--- src/rtl/sdram_port_arbiter.sv ---
// rtl/sdram_port_arbiter.sv - two-master fixed-priority arbiter for the SDRAM Avalon-MM slave
// Port 0 has priority; a starvation counter forces a handover to port 1 after STARVE_LIMIT cycles.
module sdram_port_arbiter #(
    parameter int ADDR_W       = 25,
    parameter int MAX_PEND     = 4,
    parameter int STARVE_LIMIT = 64
) (
    input  logic              clk,
    input  logic              reset,
    input  logic [ADDR_W-1:0] p0_address,
    input  logic              p0_read,
    input  logic              p0_write,
    input  logic [15:0]       p0_writedata,
    input  logic [1:0]        p0_byteenable,
    output logic              p0_waitrequest,
    output logic [15:0]       p0_readdata,
    output logic              p0_readdatavalid,
    input  logic [ADDR_W-1:0] p1_address,
    input  logic              p1_read,
    input  logic              p1_write,
    input  logic [15:0]       p1_writedata,
    input  logic [1:0]        p1_byteenable,
    output logic              p1_waitrequest,
    output logic [15:0]       p1_readdata,
    output logic              p1_readdatavalid,
    output logic [ADDR_W-1:0] s_address,
    output logic              s_read,
    output logic              s_write,
    output logic [15:0]       s_writedata,
    output logic [1:0]        s_byteenable,
    input  logic              s_waitrequest,
    input  logic [15:0]       s_readdata,
    input  logic              s_readdatavalid,
    output logic              err_unexp_rdv
);
    localparam int PW = $clog2(MAX_PEND + 1);
    localparam int SW = $clog2(STARVE_LIMIT + 1);

    typedef enum logic [1:0] {IDLE, OWN0, OWN1, DRAIN} state_t;

    state_t        state;
    logic          owner;
    logic          force_p1;
    logic [PW-1:0] pend;
    logic [SW-1:0] starve;

    logic p0_req, p1_req, own0, own1, full, accept, rdv_ok;

    assign p0_req = p0_read | p0_write;
    assign p1_req = p1_read | p1_write;
    assign own0   = (state == OWN0);
    assign own1   = (state == OWN1);
    assign full   = (pend == PW'(MAX_PEND));

    // Command mux follows the owner register; only OWNx states actually issue commands.
    assign s_address    = owner ? p1_address    : p0_address;
    assign s_writedata  = owner ? p1_writedata  : p0_writedata;
    assign s_byteenable = owner ? p1_byteenable : p0_byteenable;
    assign s_read       = ((own0 & p0_read) | (own1 & p1_read)) & ~full;
    assign s_write      = (own0 & p0_write) | (own1 & p1_write);

    assign p0_waitrequest = own0 ? (s_waitrequest | (p0_read & full)) : 1'b1;
    assign p1_waitrequest = own1 ? (s_waitrequest | (p1_read & full)) : 1'b1;

    assign accept = s_read & ~s_waitrequest;
    assign rdv_ok = s_readdatavalid & (pend != '0);

    assign p0_readdata      = s_readdata;
    assign p1_readdata      = s_readdata;
    assign p0_readdatavalid = rdv_ok & ~owner;
    assign p1_readdatavalid = rdv_ok & owner;

    always_ff @(posedge clk or posedge reset) begin
        if (reset) begin
            state         <= IDLE;
            owner         <= 1'b0;
            force_p1      <= 1'b0;
            pend          <= '0;
            starve        <= '0;
            err_unexp_rdv <= 1'b0;
        end else begin
            if (s_readdatavalid && pend == '0)
                err_unexp_rdv <= 1'b1;

            if (accept && !rdv_ok)
                pend <= pend + PW'(1);
            else if (!accept && rdv_ok)
                pend <= pend - PW'(1);

            if (!p1_req)
                starve <= '0;

            case (state)
                IDLE: begin
                    if (p0_req) begin
                        state <= OWN0;
                        owner <= 1'b0;
                    end else if (p1_req) begin
                        state  <= OWN1;
                        owner  <= 1'b1;
                        starve <= '0;
                    end
                end
                OWN0: begin
                    if (p1_req && starve != SW'(STARVE_LIMIT))
                        starve <= starve + SW'(1);
                    if (p1_req && starve >= SW'(STARVE_LIMIT - 1)) begin
                        state    <= DRAIN;
                        force_p1 <= 1'b1;
                    end else if (!p0_req) begin
                        state <= DRAIN;
                    end
                end
                OWN1: begin
                    if (!p1_req)
                        state <= DRAIN;
                end
                DRAIN: begin
                    // Owner stays put until outstanding reads have returned to it.
                    if (pend == '0) begin
                        if (force_p1) begin
                            state    <= OWN1;
                            owner    <= 1'b1;
                            force_p1 <= 1'b0;
                            starve   <= '0;
                        end else begin
                            state <= IDLE;
                        end
                    end
                end
                default: state <= IDLE;
            endcase
        end
    end
endmodule

--- config.mk ---
export PLATFORM = sky130hd
export DESIGN_NAME = sdram_port_arbiter
export DESIGN_NICKNAME = d
export VERILOG_FILES = /design/src/rtl/sdram_port_arbiter.sv
export SDC_FILE = /design/constraint.sdc
export NUM_CORES = 1
export LEC_CHECK = 0
export ABC_AREA = 1
export BUFFER_PORTS_ARGS = -buffer_cell sky130_fd_sc_hd__clkbuf_2
export CAP_MARGIN = 15
export CORE_MARGIN = 8
export CORE_UTILIZATION = 37
export CTS_CLUSTER_SIZE = 10
export DETAILED_ROUTE_END_ITERATION = 6
export HOLD_SLACK_MARGIN = 0.05
export PLACE_DENSITY = 0.82
export SLEW_MARGIN = 0
export SYNTH_ARGS = -nofsm -noshare
export SYNTH_HDL_FRONTEND = slang
export SYNTH_SLANG_ARGS = --single-unit
--- constraint.sdc ---
create_clock -name clk -period 3 [get_ports clk]
set_input_delay 0.6 -clock clk [delete_from_list [all_inputs] [get_ports clk]]
set_output_delay 0.6 -clock clk [all_outputs]
set_load 0.05 [all_outputs]
-- Word level (Yosys, flattened, before mapping)
Index checks and enable logic that the tools add are counted.
- bits in registers: 15
- latch bits: 0
- memory bits (writable): 0
- ROM bits: 0
- bits of input ports: 110
- output and inout port bits: 82
- memories: 0
- $add $sub $neg: 3
- multiply operators: 0
- divide/modulo/power cells: 0
- magnitude comparators: 1
- equality and inequality tests: 11
- shift-type cells: 0
- mux-type cells: 30
- bitwise logic cells: 20
- reduce and logical (&&, ||, !) cells: 16
- operators by type and width (cell ; count):
    7-bit 2-to-1 mux ; 6
    25-bit 2-to-1 mux ; 1
    7-bit case mux with 3 select lines ; 1
    16-bit 2-to-1 mux ; 1
    2-bit 2-to-1 mux ; 8
    1-bit AND ; 11
    1-bit 2-to-1 mux ; 8
    2-bit case mux with 4 select lines ; 1
    4-bit AND reduction ; 2
    7-bit by 1-bit adder with 7-bit output (second input constant) ; 1
    7-bit by 6-bit >= comparator with 1-bit output (second input constant) ; 1
    7-bit != test (second input constant) ; 1
    3-bit 2-to-1 mux ; 2
    2-bit != test (second input constant) ; 3
    1-bit OR ; 6
    2-bit nonzero test ; 3
    1-bit logical AND ; 5
    2-bit == test (second input constant) ; 2
    1-bit case mux with 2 select lines ; 2
    3-bit by 1-bit adder with 3-bit output (second input constant) ; 1
    3-bit == test (second input constant) ; 1
    3-bit zero test ; 1
    3-bit by 2-bit != test with 1-bit output (second input constant) ; 1
    3-bit != test (second input constant) ; 1
    8 further kinds ; 11

-- Depth between registers and ports, before layout
Gate-level depths: netlist of the first run.
- depth in word-level cells: 9
- depth in mapped cells: 14
- depth with buffers taken out: 13

-- Worst setup path before layout of the first run
OpenSTA, ideal clock, no wires.
- path kind: register to register
- start point: reg state[1]
- end point: reg pend[1]
- setup time: 125 ps
- data arrival time: 2004 ps
- path slack: 871 ps
- stages on the path, launching flop included: 12
- buffers on the path: 1
- period minus slack after synthesis: 2129 ps
- cells stage by stage: dfrtp_1 > inv_1 > ha_1 > buf_2 > inv_1 > o22ai_1 > nand2_1 > nor2_1 > ha_1 > inv_1 > fa_1 > mux2_2
- longest elaborated chain between the ends: 8
- elaborated cells between the ends (all ways): 12
- classes of those cells: eq/ne (2); mux (1); bitwise (5); reduce/logical (4)
- RTL lines (item ; RTL line ; RTL):
    from (decl) ; 41 ; state_t state;
    from (signal assigned) ; 75 ; state <= IDLE;
    from (signal assigned) ; 96 ; state <= OWN0;
    from (signal assigned) ; 99 ; state <= OWN1;
    2-bit by 1-bit == test with 1-bit output or 2-bit == test (tied branches) ; 51, 52 ;
    1-bit AND ; 59 ; assign s_read = ((own0 & p0_read) | (own1 & p1_read)) & ~full;
    1-bit OR * ; 59 ;
    1-bit AND * ; 59 ;
    1-bit AND * ; 65 ; assign accept = s_read & ~s_waitrequest;
    1-bit zero test ; 87 ; else if (!accept && rdv_ok)
    1-bit logical AND ; 87 ;
    2-bit nonzero test (no source line) ; n/a ;
    to (signal assigned) ; 86 ; pend <= pend + PW'(1);
    to (signal assigned) ; 88 ; pend <= pend - PW'(1);
    to (decl) ; 44 ; logic [PW-1:0] pend;
Mark *: on every way between the ends. The rest lies on a longest branch, timed or not.
A chain may end at the register's enable or synchronous reset.

-- Worst setup path after layout of the first run
- start point: reg state[1]
- end point: out s_read
- longest elaborated chain between the ends: 4
- elaborated cells between the ends (all ways): 6
- classes of those cells: eq/ne (2); bitwise (4)
- RTL lines (item ; RTL line ; RTL):
    2-bit by 1-bit == test with 1-bit output or 2-bit == test (tied branches) ; 51, 52 ;
    1-bit AND ; 59 ;
    1-bit OR * ; 59 ;
    1-bit AND * ; 59 ;
    to (decl) ; 27 ; output logic s_read,
Marks and branches as above.

==> results.cfg, run 1 <==
[run_status]
status = finished, final reports clean

[finish]
final_cell_mix = 165 x nand2_1, 143 x clkbuf_2, 26 x inv_1, 17 x nor2_1, 15 x dfrtp_1
multi_input_area_sq_um = 1170
final_common_cell = nand2_1
insertedDiodeCount = 0
drive_gt1_share_pct = 38.41
nets = 560
ff_latch_area_sq_um = 375.4
final_area_sq_um = 2516
syn2layout_area_growth_pct = 28.83
fillCellCount = 560

[worst_setup_path]
crit_type = register to primary output
crit_required_ns = 2.40
worstPathArrival_ns = 1.86
r2r_cells = 13
crit_path_max_fanout = 9
cp-start-kind = register
crit_path_end_kind = primary output

[drt]
routed_via_density = 4.618
dr.pass1.iters = 4
postRouteAntennaNets = 0
initialDrtViolationCount = 45
wl_mm = 7.303
drcViolationCount = 0
dr_total_vias = 2355
wl_per_cell_microns = 14.32

[synth]
synthesis.nets = 454
synth_cell_types = 35
syn-cell-area_sq_um = 1953
syn_inst = 335
ys_warn_count = 0
syn_avg_cell_area_sq_um = 5.830
ys_seq_elements = 15
seq_area_frac_synth_pct = 19.22

[grt]
grt_pass1_vias = 2263
antenna_found_initial = 0
grt_overflow = 0
grt_max_degree = 46
grt_first_pass_wirelength_mm = 10.94
grt_usage_pct = 17.25

[timing]
rsz0062_at_grt = no
setup_viol = 0
drv_slew = 0
setup-tns-final_ns = 0
max_freq_mhz = 407.3
finalCriticalPeriod_ns = 2.455
worst_pin_slew_ns = 0.6855
skew_ns = 0.006741
fin_crit_sh_pct = 81.84
hold_viol = 0
slew_headroom_pct = 54.23

[run]
maxCapViolCount = 0

[floorplanning]
pin_count = 192
die_area_sq_um = 7860
die_x_microns = 88.66
fp-row-count = 26
start_util_pct = 38.24
core_sq_um = 5107
dieHeight_microns = 88.66

[power_and_ir_drop]
ir_drop_mv = 0.7944
powerDensity_nw_per_um2 = 1174
leakagePower_uw = 0.001604

[clock_network]
cts_tree = done
cts.sinks = 15
postCtsSetupRepairBufs = 0
clock_latency_ns = 0.25
cts_buffers = 3
cts_resized = 0
cts_htree_levels = 1
path_clk_slew_ns = 0.07
cts.hold.buffers_added = 0
clockBufferDepth = 2
cts_root_buffer = clkbuf_8

[place]
port_buffers = 143
gp_congestion = 0.8961
dp_hpwl_mm = 6.308
place_area_sq_um = 2471

[worst_hold_path]
hold_class = input pin to async pin
flip-flops by register name (all words and copies together), names as in the netlist:
name	count
force_p1	1
owner	1
state	2
err_unexp_rdv	1
pend	3
starve	7
kinds of logic after synthesis:
logic type | count (synthesis) | share of synthesized area (%)
AO/OA/AOI/OAI | 17 | 5.446
XOR/XNOR | 4 | 1.794
adder cells (fa/ha/maj) | 9 | 6.150
buffers and inverters | 73 | 20.88
flip-flops | 15 | 19.22
multiplexers | 1 | 0.5765
AND/OR/NAND/NOR | 216 | 45.93
stage by stage:
stage | std cells | util (%) | setup slack, ns | power (uW) | hold WS, ns
floorplan | 335 | - | 0.8711 | 2360 | 0.4848
global placement | 506 | 48.38 | 0.7324 | 2773 | 0.4565
detailed placement | 506 | 48.38 | 0.6082 | 2813 | 0.4689
CTS | 510 | 49.27 | 0.5369 | 2994 | 0.4214
global route | 510 | 49.27 | 0.4080 | 3189 | 0.4530
finish | 510 | 49.27 | 0.5447 | 2954 | 0.3860
power breakdown:
part           switching [uW]  internal [uW]  leakage [uW]
combinational            1870            570       0.00139
sequential               66.2            275      0.000191
clock                    76.2           94.2     0.0000228
total                    2010            939       0.00160
final timing paths:
path / start / end / slack [ns]
max: state[1] / s_read / 0.54
min: reset / starve[5] / 0.39
max reg2reg: state[1] / pend[2] / 0.58
min reg2reg: err_unexp_rdv / err_unexp_rdv / 0.48
max in group asynchronous: reset / force_p1 / 2.23
min in group clk: err_unexp_rdv / err_unexp_rdv / 0.48
area by class of cell:
class / instances / share of cell area (%)
clock buffer: 4 / 1.790
multi-input combinational: 247 / 46.49
tap: 70 / 3.481
sequential: 15 / 14.92
inverter: 30 / 4.575
timing repair buffer: 144 / 28.74
cells in the mapped netlist (all sizes together):
library cell  instances  share of area [%]
or3                   1               0.32
a31oi                 1               0.32
o21bai                1               0.38
nand4                 3               0.96
nand3                16                4.9
xor2                  2               0.90
o22ai                 1               0.32
clkbuf                5               0.96
mux2                  1               0.58
buf                  38                 14
nand2               171                 34
dfrtp                15                 19
fa                    1                1.0
o21ai                 8                2.2
inv                  30                5.9
a31o                  1               0.45
ha                    8                5.1
a21oi                 3               0.96
nor2                 22                5.1
xnor2                 2               0.90
o211ai                2               0.77
nor3                  3               0.77
routing by layer:
metal | routed length, microns | share of wire (%) | up-vias | GRT usage, %
li1 | - | - | 1197 | -
met1 | 2683 | 37 | 1041 | 19.23
met2 | 3770 | 52 | 110 | 31.20
met3 | 742 | 10 | 7 | 4.271
met4 | 108 | 1.5 | 0 | 5.069
met5 | 0 | 0 | - | 0
worst max-delay path, stage by stage, from the launching register on:
cell and delay, ns:
dfrtp_1 0.43, inv_1 0.10, ha_1 0.34, inv_1 0.13, o22ai_1 0.18, nand2_1 0.09
inv_1 0.06, clkbuf_2 0.26
Power figures use the tool's default switching activity.
==> inputs of run 2 (changes only) <==
--- a/config.mk
+++ b/config.mk
@@ -9,11 +9,11 @@
 export BUFFER_PORTS_ARGS = -buffer_cell sky130_fd_sc_hd__clkbuf_2
 export CAP_MARGIN = 15
 export CORE_MARGIN = 8
-export CORE_UTILIZATION = 37
+export CORE_UTILIZATION = 33
 export CTS_CLUSTER_SIZE = 10
 export DETAILED_ROUTE_END_ITERATION = 6
 export HOLD_SLACK_MARGIN = 0.05
-export PLACE_DENSITY = 0.82
+export PLACE_DENSITY = 0.78
 export SLEW_MARGIN = 0
 export SYNTH_ARGS = -nofsm -noshare
 export SYNTH_HDL_FRONTEND = slang
==> constraint.sdc (replaced) <==
create_clock -name clk -period 2.2 [get_ports clk]
set_input_delay 0.44 -clock clk [delete_from_list [all_inputs] [get_ports clk]]
set_output_delay 0.44 -clock clk [all_outputs]
set_load 0.05 [all_outputs]
==> results.cfg, run 2 (synthesis gave the netlist of run 1 again) <==
[finish]
largest_reg_flops = 7
max_flop_register = starve
final_common_cell = nand2_1
finalNonFillerCells = 523
drive_gt1_share_pct = 42.41
insertedDiodeCount = 0
syn2layout_area_growth_pct = 36.71
final_area_sq_um = 2670
reg_top3 = starve: 7 flops, pend: 3 flops, state: 2 flops
nets = 568
fillCellCount = 603
final_cell_mix = 165 x nand2_1, 142 x clkbuf_2, 22 x inv_1, 16 x nor2_1

[place]
gp_congestion = 0.8555
dp_hpwl_mm = 6.387
place_area_sq_um = 2520
port_buffers = 143
placed_cells = 513

[power_and_ir_drop]
powerDensity_nw_per_um2 = 1632
leakagePower_uw = 0.001655
finalPower_uw = 4359
intPower_uw = 1467
pwr-share-clk_pct = 5.4
seqPwrFrac_pct = 11.0
p_switching_uw = 2892
switching_share_pct = 66.35
ir_drop_mv = 0.9733
combPwrFrac_pct = 83.6

[drt]
dr_total_vias = 2450
initialDrtViolationCount = 117
drcViolationCount = 0
wl_mm = 7.795
routed_via_density = 4.685
dr.pass1.iters = 4
wl_per_cell_microns = 14.90
postRouteAntennaNets = 0

[clock_network]
cts_tree = done
path_clk_slew_ns = 0.07
cts.sinks = 15
cts_buffers = 3
clock_latency_ns = 0.25
cts_htree_levels = 1
clockBufferDepth = 2
cts.hold.buffers_added = 0
cts_root_buffer = clkbuf_8

[timing]
setup_viol = 0
hold_viol = 0
finalCriticalPeriod_ns = 2.113
slew_headroom_pct = 59.81
worst_pin_slew_ns = 0.6022
worst_hold_slack_ns = 0.2265
skew_ns = 0.005309
max_freq_mhz = 473.2
fin_crit_sh_pct = 96.06
drv_slew = 0

[floorplanning]
die_area_sq_um = 8636
dieHeight_microns = 92.93
die_x_microns = 92.93
fp-row-count = 28
pin_count = 192
core_sq_um = 5816
start_util_pct = 33.58

[grt]
grt_pass1_vias = 2303
grt_max_degree = 46
antenna_found_initial = 0
grt_overflow = 0
grt_usage_pct = 15.98
grt_first_pass_wirelength_mm = 11.48

[run]
maxCapViolCount = 0

[run_status]
status = finished, final reports clean

[worst_setup_path]
cp-start-kind = register
crit_required_ns = 2.34
crit_path_end_kind = register
crit_type = register to register
crit_path_max_fanout = 3
worstPathArrival_ns = 2.26

[worst_hold_path]
hold_class = input pin to async pin
==> run 2: final timing paths <==
path	start	end	slack [ns]	depth (start not counted)
max in group asynchronous	reset	state[0]	1.54	2
worst min register to register	err_unexp_rdv	err_unexp_rdv	0.48	1
worst min-delay path	reset	err_unexp_rdv	0.23	2
worst max-delay path	state[1]	pend[1]	0.09	10
worst max register to register	state[1]	pend[1]	0.09	10
min in group clk	s_readdatavalid	err_unexp_rdv	0.45	2
==> run 2: cell type report <==
type                    instances  area (sq um)  share of cell area (%)
clock inverters                 1         5.005                  0.1874
multi-input cells             247          1209                   45.27
well taps                      75         93.84                   3.515
clock buffers                   3         41.29                   1.546
repair buffers                152         823.3                   30.83
inverters                      30         120.1                   4.499
flip-flops and latches         15         377.9                   14.15
==> run 2: power groups by stage <==
stage | combinational, uW | sequential, uW | clock (uW)
finish | 3650 | 480 | 234
CTS | 3460 | 466 | 237
detailed placement | 3440 | 470 | 0
global route | 3920 | 489 | 251
floorplan | 2740 | 480 | 0
global placement | 3400 | 460 | 0
==> run 2: worst max-delay path, stage by stage (launching register included) <==
cell	delay (ns)
dfrtp_2	0.44
inv_2	0.10
ha_4	0.15
inv_4	0.04
o22ai_2	0.12
nand2_1	0.08
nor2_1	0.12
ha_2	0.19
inv_2	0.05
fa_2	0.44
mux2_2	0.27
==> run 2: what timing repair did <==
item,4_1_cts,5_1_grt
endpoints found under the setup margin,0,2
resized for setup,0,16
buffers inserted,0,6
==> run 2: per-stage QoR <==
stage	worst slack (ns)	TNS (ns)	utilization, %
after detailed placement	0.03051	0	43.33
after global placement	0.1256	0	43.33
after global routing	-0.04171	-0.04171	45.91
after CTS	0.008788	0	44.13
final	0.08679	0	45.91
after floorplan	0.07107	0	-
==> run 2: layer usage <==
| layer | share of wire [%] | global-route usage, % | wire (microns) | vias up |
|---|---|---|---|---|
| met5 | 0 | 0 | 0 | - |
| met4 | 1.8 | 4.564 | 144 | 0 |
| met3 | 11 | 5.016 | 847 | 15 |
| met2 | 51 | 28.28 | 3995 | 132 |
| met1 | 36 | 17.86 | 2809 | 1086 |
| li1 | - | - | - | 1217 |
